===== src/rtl/key_space_dispatcher.sv =====
// key_space_dispatcher: sweeps [key_lo, key_hi] and hands one key per cycle
// to NUM_CH decrypt/check channels in round-robin order. Stops on the first
// reported match, drains the channels still holding keys, then raises done
// with the winning key or with found = 0 when the range is exhausted.
`timescale 1ns/1ps
module key_space_dispatcher #(
  parameter int KEY_W  = 24,
  parameter int NUM_CH = 4,
  localparam int CH_W  = (NUM_CH > 1) ? $clog2(NUM_CH) : 1
) (
  input  logic                    clk,
  input  logic                    reset,
  input  logic                    start,
  input  logic                    abort,
  input  logic [KEY_W-1:0]        key_lo,
  input  logic [KEY_W-1:0]        key_hi,
  input  logic [NUM_CH-1:0]       ch_ready,
  input  logic [NUM_CH-1:0]       ch_done,
  input  logic [NUM_CH-1:0]       ch_found,
  output logic [NUM_CH-1:0]       ch_gnt,
  output logic [NUM_CH*KEY_W-1:0] ch_key,
  output logic                    busy,
  output logic                    done,
  output logic                    found,
  output logic [KEY_W-1:0]        found_key,
  output logic [CH_W-1:0]         found_ch,
  output logic [KEY_W:0]          keys_issued,
  output logic [1:0]              state_dbg
);

  // Channel handshake: a channel is eligible when ch_ready[i] is high and it
  // holds no key. A grant is a one-cycle ch_gnt[i] pulse with ch_key slice i
  // valid in the same cycle; the channel then owns that key until it pulses
  // ch_done[i] (ch_found[i] qualified by ch_done[i]). Done pulses from a
  // channel that holds no key carry no meaning and are dropped.

  typedef enum logic [1:0] {IDLE = 2'd0, RUN = 2'd1, DRAIN = 2'd2, DONE = 2'd3} state_t;

  localparam logic [KEY_W:0] ONE = 1;

  state_t              state;
  logic [KEY_W:0]      next_key;
  logic [KEY_W-1:0]    key_hi_q;
  logic [NUM_CH-1:0]   outstanding;
  logic [CH_W-1:0]     rr_ptr;

  logic [NUM_CH-1:0]   eligible;
  logic [NUM_CH-1:0]   match_vec;
  logic [NUM_CH-1:0]   gnt_vec;
  logic                gnt_hit;
  logic [CH_W-1:0]     gnt_idx;
  logic [CH_W-1:0]     gnt_next_ptr;
  logic                match_hit;
  logic [CH_W-1:0]     match_idx;
  logic [KEY_W-1:0]    match_key;

  assign state_dbg = state;
  assign eligible  = ch_ready & ~outstanding;
  assign match_vec = ch_done & ch_found & outstanding;

  function automatic logic [CH_W-1:0] wrap_add(input logic [CH_W-1:0] base, input int off);
    int s;
    s = int'(base) + off;
    if (s >= NUM_CH) s = s - NUM_CH;
    return CH_W'(s);
  endfunction

  // Round-robin search from rr_ptr; descending scan so the nearest hit wins.
  always_comb begin
    gnt_hit = 1'b0;
    gnt_idx = '0;
    for (int k = NUM_CH - 1; k >= 0; k--) begin
      if (eligible[wrap_add(rr_ptr, k)]) begin
        gnt_hit = 1'b1;
        gnt_idx = wrap_add(rr_ptr, k);
      end
    end
  end

  // Lowest-index match wins when several channels report in the same cycle.
  always_comb begin
    match_hit = 1'b0;
    match_idx = '0;
    match_key = '0;
    for (int k = NUM_CH - 1; k >= 0; k--) begin
      if (match_vec[k]) begin
        match_hit = 1'b1;
        match_idx = CH_W'(k);
        match_key = ch_key[k*KEY_W +: KEY_W];
      end
    end
  end

  // A match in the same cycle suppresses the grant, so no key leaves after it.
  always_comb begin
    gnt_vec = '0;
    if (state == RUN && gnt_hit && !match_hit) gnt_vec[gnt_idx] = 1'b1;
    gnt_next_ptr = (gnt_idx == CH_W'(NUM_CH - 1)) ? '0 : gnt_idx + CH_W'(1);
  end

  // Sweep FSM with all outputs registered; abort outranks every state.
  always_ff @(posedge clk or posedge reset) begin
    if (reset) begin
      state       <= IDLE;
      ch_gnt      <= '0;
      ch_key      <= '0;
      busy        <= 1'b0;
      done        <= 1'b0;
      found       <= 1'b0;
      found_key   <= '0;
      found_ch    <= '0;
      keys_issued <= '0;
      rr_ptr      <= '0;
      outstanding <= '0;
      next_key    <= '0;
      key_hi_q    <= '0;
    end else if (abort) begin
      state       <= IDLE;
      ch_gnt      <= '0;
      busy        <= 1'b0;
      done        <= 1'b0;
      found       <= 1'b0;
      rr_ptr      <= '0;
      outstanding <= '0;
    end else begin
      ch_gnt <= gnt_vec;
      for (int i = 0; i < NUM_CH; i++) begin
        if (gnt_vec[i]) ch_key[i*KEY_W +: KEY_W] <= next_key[KEY_W-1:0];
      end
      case (state)
        IDLE, DONE: begin
          if (start) begin
            key_hi_q    <= key_hi;
            next_key    <= {1'b0, key_lo};
            outstanding <= '0;
            keys_issued <= '0;
            found       <= 1'b0;
            if (key_lo > key_hi) begin
              state <= DONE;
              busy  <= 1'b0;
              done  <= 1'b1;
            end else begin
              state <= RUN;
              busy  <= 1'b1;
              done  <= 1'b0;
            end
          end
        end
        RUN: begin
          outstanding <= (outstanding & ~ch_done) | gnt_vec;
          if (match_hit) begin
            found     <= 1'b1;
            found_key <= match_key;
            found_ch  <= match_idx;
            state     <= DRAIN;
          end else if (gnt_hit) begin
            next_key    <= next_key + ONE;
            keys_issued <= keys_issued + ONE;
            rr_ptr      <= gnt_next_ptr;
            // next_key is one bit wider than key_hi so the all-ones key ends cleanly.
            if (next_key >= {1'b0, key_hi_q}) state <= DRAIN;
          end
        end
        DRAIN: begin
          outstanding <= outstanding & ~ch_done;
          if (match_hit && !found) begin
            found     <= 1'b1;
            found_key <= match_key;
            found_ch  <= match_idx;
          end
          if (outstanding == '0) begin
            state <= DONE;
            busy  <= 1'b0;
            done  <= 1'b1;
          end
        end
        default: state <= IDLE;
      endcase
    end
  end

endmodule


===== config.mk =====
export PLATFORM = sky130hd
export DESIGN_NAME = key_space_dispatcher
export DESIGN_NICKNAME = d
export VERILOG_FILES = /design/src/rtl/key_space_dispatcher.sv
export SDC_FILE = /design/constraint.sdc
export NUM_CORES = 1
export LEC_CHECK = 0
export CAP_MARGIN = 20
export CORE_MARGIN = 3
export CORE_UTILIZATION = 42
export DETAILED_ROUTE_END_ITERATION = 8
export HOLD_SLACK_MARGIN = 0.03
export PLACE_DENSITY = 0.77
export REMOVE_ABC_BUFFERS = 1
export SYNTH_ARGS = -nofsm -noshare
export SYNTH_HDL_FRONTEND = slang
export SYNTH_SLANG_ARGS = --single-unit

===== constraint.sdc =====
create_clock -name clk -period 7.68 [get_ports clk]
set_input_delay 0.768 -clock clk [delete_from_list [all_inputs] [get_ports clk]]
set_output_delay 0.768 -clock clk [all_outputs]
set_load 0.01 [all_outputs]

==> impl_results.md <==
- Final net count: roughly 1400
- Fraction of registers with async set or reset after synthesis: 100.0%
- Vias per std cell: around 5.8
- Vias in the first global route: around 9300
- Outcome: completed
- Area after DPL: approximately 13000 um2
- Post-synthesis mux area share: 10.83%
- Worst Clk Skew: between 0.01 and 0.015 ns
- Initial antenna violation count: 0
- Post-Route WL: roughly 33000 um
- Die X: around 170 um
- GPL Wtd Cong: 0.8830
- Avg Inst Size Synth: 9.994 um2
- Number of max-cap violations: 0
- DPL Wire Length: ~23000 um
- Hold Slack: between 0.4 and 0.5 ns
- Clk_lat worst skew: a little over 0.5 ns
- Vias: between 9000 and 10000
- Routed wl met3: around 2400 um
- Uppermost layer routed: met4
- Max Root-Sink Buffers: 3
- Root Driver: clkbuf_16
- H-tree depth: 1
- Area share of the largest cell type after synthesis: between 40% and 50%
- Row count: slightly below 60
- Power Density: just under 400 nW/um2
- Post-synth cell types: 66
- Floorplan core area: between 20000 and 30000 um2
- Clk sinks: 211
- I/O pins: between 200 and 250
- Post-Synth Adder-Cell Area: under 10%
- DRC errors left: 0
- 1st-iter DRT viols: approximately 1100
- Worst hold-check path type: flip-flop to flip-flop
- Largest family of logic cells by synthesized area: compound AO/OA/AOI/OAI gates
- Power, Total: between 5000 and 6000 uW
- Final hold vios: 0
- Tmin final: 4.130 ns
- Synth Register Bits: roughly 210
- Grt ovf: 0
- Mapped Cells: approximately 1100
- Leakage power: approximately 0.0062 uW
- First-pass GRT wire length: approximately 52000 um
- CP Launch Type: input port
- Met2 WL: around 16000 um
- FMAX: 0.2421 GHz
- Layout cells sized above 1: a little over a tenth
- ANT cells: 0
- CTS resizes: 0
- Total CTS buffers: 23
- Largest net degree at the start of global routing: 127
- Drt wl/cell: about 20 um
- Synth Area in XOR/XNOR: under 10%
- Total Routing Usage GR: 22.62%
- CTS tree: done
- Mapped Area: 11030 um2
- Post-synthesis sequential area ratio: between 40% and 50%
- Worst-Margin Slew: between 1 and 1.5 ns
- Cell taking the most area after synthesis: dfrtp_1
- Setup TNS: 0 ns
- Worst Setup End Kind: flip-flop
- Post-synth EDFFs: 0
- Post-route cell area: ~14000 um2
- Tcrit/Tclk final: between 50% and 60%
- Postcts setup bufs: 0
- Drt first pass iters: 6
- Routed Antenna Nets: 0
- Critical path peak fanout: 28
- Die area: between 20000 and 30000 um2
- Simple-Gate Fraction of Synth Area: around 14%
- Main flop type after synthesis: dfrtp_1
- Compound-Gate Fraction of Synth Area: 15.25%
- Die height: ~170 um
- Max IR drop VDD: approximately 0.23 mV
- # setup viols final: 0
- Setup CP Type: input port to flip-flop
- Hold Buf Count CTS: 0
- Initial Util: between 40 and 50%
- Clock transition at path regs: 0.06 ns
- Leading post-synthesis cells by cell area: dfrtp_1, ha_1, mux2_2, a21oi_1, nor2_1
- RSZ-0062 raised after global routing: false
- Metal1 wirelength: 13920 um
- Synth warn: 0
- Area delta synth->final: 29.35%
- Max-slew violations: 0
- Arrival time worst endpoint: around 4.5 ns
- I/O Buffers: 219
- Slew HR: about 32%
- Critical Path RT: 8.07 ns
==> cell usage after synthesis (4+ instances only) <==
master,n
nand3_1,30
nand4_1,19
inv_1,73
xnor2_1,12
nor2_1,85
a31oi_1,6
mux2_2,55
a21o_1,6
nor3_1,38
and4_1,6
o21ai_0,61
and2_1,6
a221oi_1,24
a211oi_1,9
mux2_1,24
nor2b_1,6
nor4_1,11
buf_2,10
nand2_1,66
clkbuf_1,54
o21a_1,7
o22ai_1,15
nand2b_1,4
a2bb2oi_1,5
or3_1,8
and3_1,15
a21oi_1,106
ha_1,53
dfrtp_1,211
o41ai_1,4
mux2_4,19
==> metrics by stage <==
step,setup slack (ns),std cells,utilization [%]
after floorplan,1.146,1035,-
after global placement,3.231,1600,52.98
after detailed placement,3.085,1600,52.98
after CTS,3.612,1637,55.81
after global routing,3.485,1639,56.03
final,3.550,1639,56.03
==> state kept, by name, summed over array words and instances, names as in the netlist <==
name	flops
busy	1
done	1
keys_issued	25
ch_gnt	4
next_key	25
found	1
outstanding	4
rr_ptr	2
found_ch	2
found_key	24
ch_key	96
state_dbg	2
key_hi_q	24
==> worst max-delay path, cell delays in order <==
cell	delay [ns]
clkdlybuf4s50_1	0.42
and3_2	0.42
buf_16	0.27
or4_4	0.57
nor3_2	0.41
nand4_1	0.84
buf_4	0.51
mux2_2	0.29
==> final cells by class <==
cell class	instances	area, um2
clock inverter	10	131.4
inverter	73	281.5
clock buffer	27	590.6
multi-input combinational	751	5207
sequential	211	5280
fill	2132	11200
tap	330	412.9
timing repair buffer	237	2367
==> metal layers <==
metal  up-vias  track usage, %
met1      4656           31.25
met5         -               0
li1       4361               -
met2       439           37.38
met3        65           3.780
met4         0           5.585
==> placed cells by master, fill, tap and decap left out, types with 4 or more instances in the layout <==
master           count
and4_1               6
o41ai_1              4
a221oi_1            24
clkinv_2             5
inv_1               72
o22ai_1             15
clkbuf_1             4
o21a_1               7
mux2_1              24
ha_1                52
o21ai_1              4
nand2_1             66
a2bb2oi_1            5
buf_4               16
clkdlybuf4s50_1    219
or3_1                7
mux2_2              55
nor2_1              84
a21o_1               6
and3_1              14
nand4_1             19
nor2b_1              5
dfrtp_1            211
a21oi_1            106
nor4_1              11
nand3_1             30
a31oi_1              6
and2_1               6
o21ai_0             60
clkbuf_16           23
xnor2_1             12
nand2b_1             4
mux2_4              19
nor3_1              37
a211oi_1             9
==> path summary, 6_finish.rpt <==
kind                                 endpoint          from  depth (start not counted)  slack, ns
worst min register to register   key_hi_q[19]  key_hi_q[19]                          2       0.48
worst min-delay path             key_hi_q[19]  key_hi_q[19]                          2       0.48
max in group asynchronous         next_key[3]         reset                          4       5.65
worst max-delay path               ch_key[88]    ch_done[0]                          8       3.55
worst max register to register     ch_key[88]  state_dbg[1]                          8       3.72
min in group asynchronous       found_key[17]         reset                          2       0.79
==> power by group <==
group	total, uW	internal (uW)	switching, uW
Sequential	2100	1580	520
Combinational	2350	1230	1120
Clock	1090	647	446
==> kinds of logic (layout without fill, tap and decap cells) <==
group,count (synthesis),count (layout)
AO/OA/AOI/OAI,274,274
XOR/XNOR,13,13
adder cells (fa/ha/maj),53,53
buffers and inverters,142,347
flip-flops,211,211
multiplexers,100,100
AND/OR/NAND/NOR,311,311
Power figures use the tool's default switching activity.
==> RTL edit: new RTL, same flow settings <==
The parameter `KEY_W` goes from 24 to 48.
--- a/src/rtl/key_space_dispatcher.sv
+++ b/src/rtl/key_space_dispatcher.sv
@@ -4,7 +4,7 @@
 // with the winning key or with found = 0 when the range is exhausted.
 `timescale 1ns/1ps
 module key_space_dispatcher #(
-  parameter int KEY_W  = 24,
+  parameter int KEY_W  = 48,
   parameter int NUM_CH = 4,
   localparam int CH_W  = (NUM_CH > 1) ? $clog2(NUM_CH) : 1
 ) (
Ports: changed (5 resized); port bits go from 220 to 412. The function was not compared with the original's and may differ.
==> RTL edit against the unedited design <==
Sequential cell count increased by 192. Largest power group is now registers. Area after synthesis increased by 83%. Routed wire length increased by 97%. Setup slack got worse by 71 ps. Final area increased by 85%. Sequential power increased by 81%. Power increased by 78%. Critical endpoint is now keys_issued[27]. Core utilization increased by 0.17 points. Largest cell class unchanged.
==> RTL edit: results (changes against the unedited design) <==
{
  "biggestRegsByFlops": "ch_key: 192 flops, keys_issued: 49 flops, next_key: 49 flops",
  "routedWlPerCell": {"value": 21.6, "unit": "um", "change": "+8.3%"},
  "intPower": {"value": 6.23, "unit": "mW", "change": "+80%"},
  "crit_arrival": {"value": 4660, "unit": "ps", "change": "+140 ps"},
  "number_of_global_route_vias_before_repair": {"value": 17400, "change": "+87%"},
  "layout.filler_cells": {"value": 3965, "change": "+86%"},
  "synthTopCellsByArea": "sky130_fd_sc_hd__dfrtp_1 50%, sky130_fd_sc_hd__mux2_2 10%, sky130_fd_sc_hd__ha_1 6.4%, sky130_fd_sc_hd__nand2_1 4.0%, sky130_fd_sc_hd__a21oi_1 3.2%",
  "antenna_found_initial": {"value": 11, "change": "+11"},
  "cts-buffers-inserted": {"value": 46, "change": "+100%"},
  "grt_max_degree": {"value": 169, "change": "+33%"},
  "pwr-share-clk": {"value": 23.4, "unit": "%", "change": "+3.7 points"},
  "setup.reg_to_reg.worst_slack": {"value": 3600, "unit": "ps", "change": "-120 ps"},
  "drtIter0Drc": {"value": 1545, "change": "+38%"},
  "post_route_cells_drive_above_1_share": {"value": 12.4, "unit": "%", "change": "+1.7 points"},
  "slew_headroom": {"value": 35.1, "unit": "%", "change": "+3.0 points"},
  "crit_slowest_cell": "sky130_fd_sc_hd__nand3_1",
  "worst-path-max-fanout": {"value": 53, "change": "+89%"},
  "htree_num_levels": {"value": 2, "change": "+1"},
  "synth_sequential_area_ratio": {"value": 49.9, "unit": "%", "change": "+2.1 points"},
  "post_dp_area": {"value": 24800, "unit": "um2", "change": "+84%"},
  "regToRegStartpoint": "state_dbg[0]",
  "finalWeightedCongestion": {"value": 0.866, "change": "-1.9%"},
  "yosys.area_share.xor_xnor": {"value": 1.78, "unit": "%", "change": "+0.75 points"},
  "grt_first_pass_wirelength": {"value": 99900, "unit": "um", "change": "+92%"},
  "power.static_leakage": {"value": 11.4, "unit": "nW", "change": "+84%"},
  "portbufs": {"value": 411, "change": "+88%"},
  "synthTopCellsByCount": "403 x sky130_fd_sc_hd__dfrtp_1, 216 x sky130_fd_sc_hd__nand2_1, 179 x sky130_fd_sc_hd__mux2_2",
  "first_pass_iters": {"value": 5, "change": "-1"},
  "dp.final_hpwl": {"value": 45700, "unit": "um", "change": "+97%"},
  "run_status": "completed",
  "clock-skew-final": {"value": 23.6, "unit": "ps", "change": "+13.4 ps"},
  "path_depth_of_the_worst_reg2reg_path": {"value": 7, "change": "-1"},
  "synth_compound_gate_area_share": {"value": 14.8, "unit": "%", "change": "-0.41 points"}
}
## RTL edit: layout make-up
| cell class | count | area [um2] | area share (%) |
|---|---|---|---|
| multi-input cells | 1333 | 9210 | 34.8 |
| diodes | 8 | 20.0 | 0.0757 |
| clock buffers | 64 | 1330 | 5.03 |
| inverters | 121 | 462 | 1.75 |
| well taps | 607 | 759 | 2.87 |
| repair buffers | 428 | 4290 | 16.2 |
| clock inverters | 21 | 287 | 1.08 |
| flip-flops and latches | 403 | 10100 | 38.1 |
## RTL edit: kinds of logic after synthesis
logic type | count (synthesis)
fa+ha+maj | 104
simple gates | 522
buf+inv | 247
xor+xnor | 41
mux | 182
flops | 403
compound gates | 484
## RTL edit: worst min-delay path by stage
stage / from / endpoint / slack, ps / cells past startpoint
after floorplan: key_hi_q[10] / key_hi_q[10] / 450 / 2
after global placement: found_key[29] / found_key[29] / 460 / 2
after detailed placement: found_key[34] / found_key[34] / 470 / 2
after CTS: found_key[34] / found_key[34] / 480 / 2
after global routing: found_key[30] / found_key[30] / 500 / 2
final: found_key[30] / found_key[30] / 480 / 2
## RTL edit: per-layer routing
layer  part of all wire [%]  routed length (um)  GRT usage, %
met5                  0.079                  51             0
met4                    2.8                1780          8.65
met3                    7.0                4550          4.51
met2                     48               31000          40.4
met1                     42               27200          33.6
## RTL edit: through the flow
step	instances	setup TNS, ps	hold slack (ps)	worst slack [ps]	utilization, %
5_1_grt	2983	0	502	3250	56.2
2_1_floorplan	1857	-1731880	450	-4300	-
6_report	2985	0	476	3480	56.2
4_1_cts	2975	0	478	3550	56.1
3_3_place_gp	2890	0	460	3110	52.6
3_5_place_dp	2890	0	465	2950	52.6
## RTL edit: worst max-delay path: cells and delay by family
family	cells	cell delay (ps)
buf+inv	2	1070
xor+xnor	1	170
compound gates	1	650
simple gates	5	1990
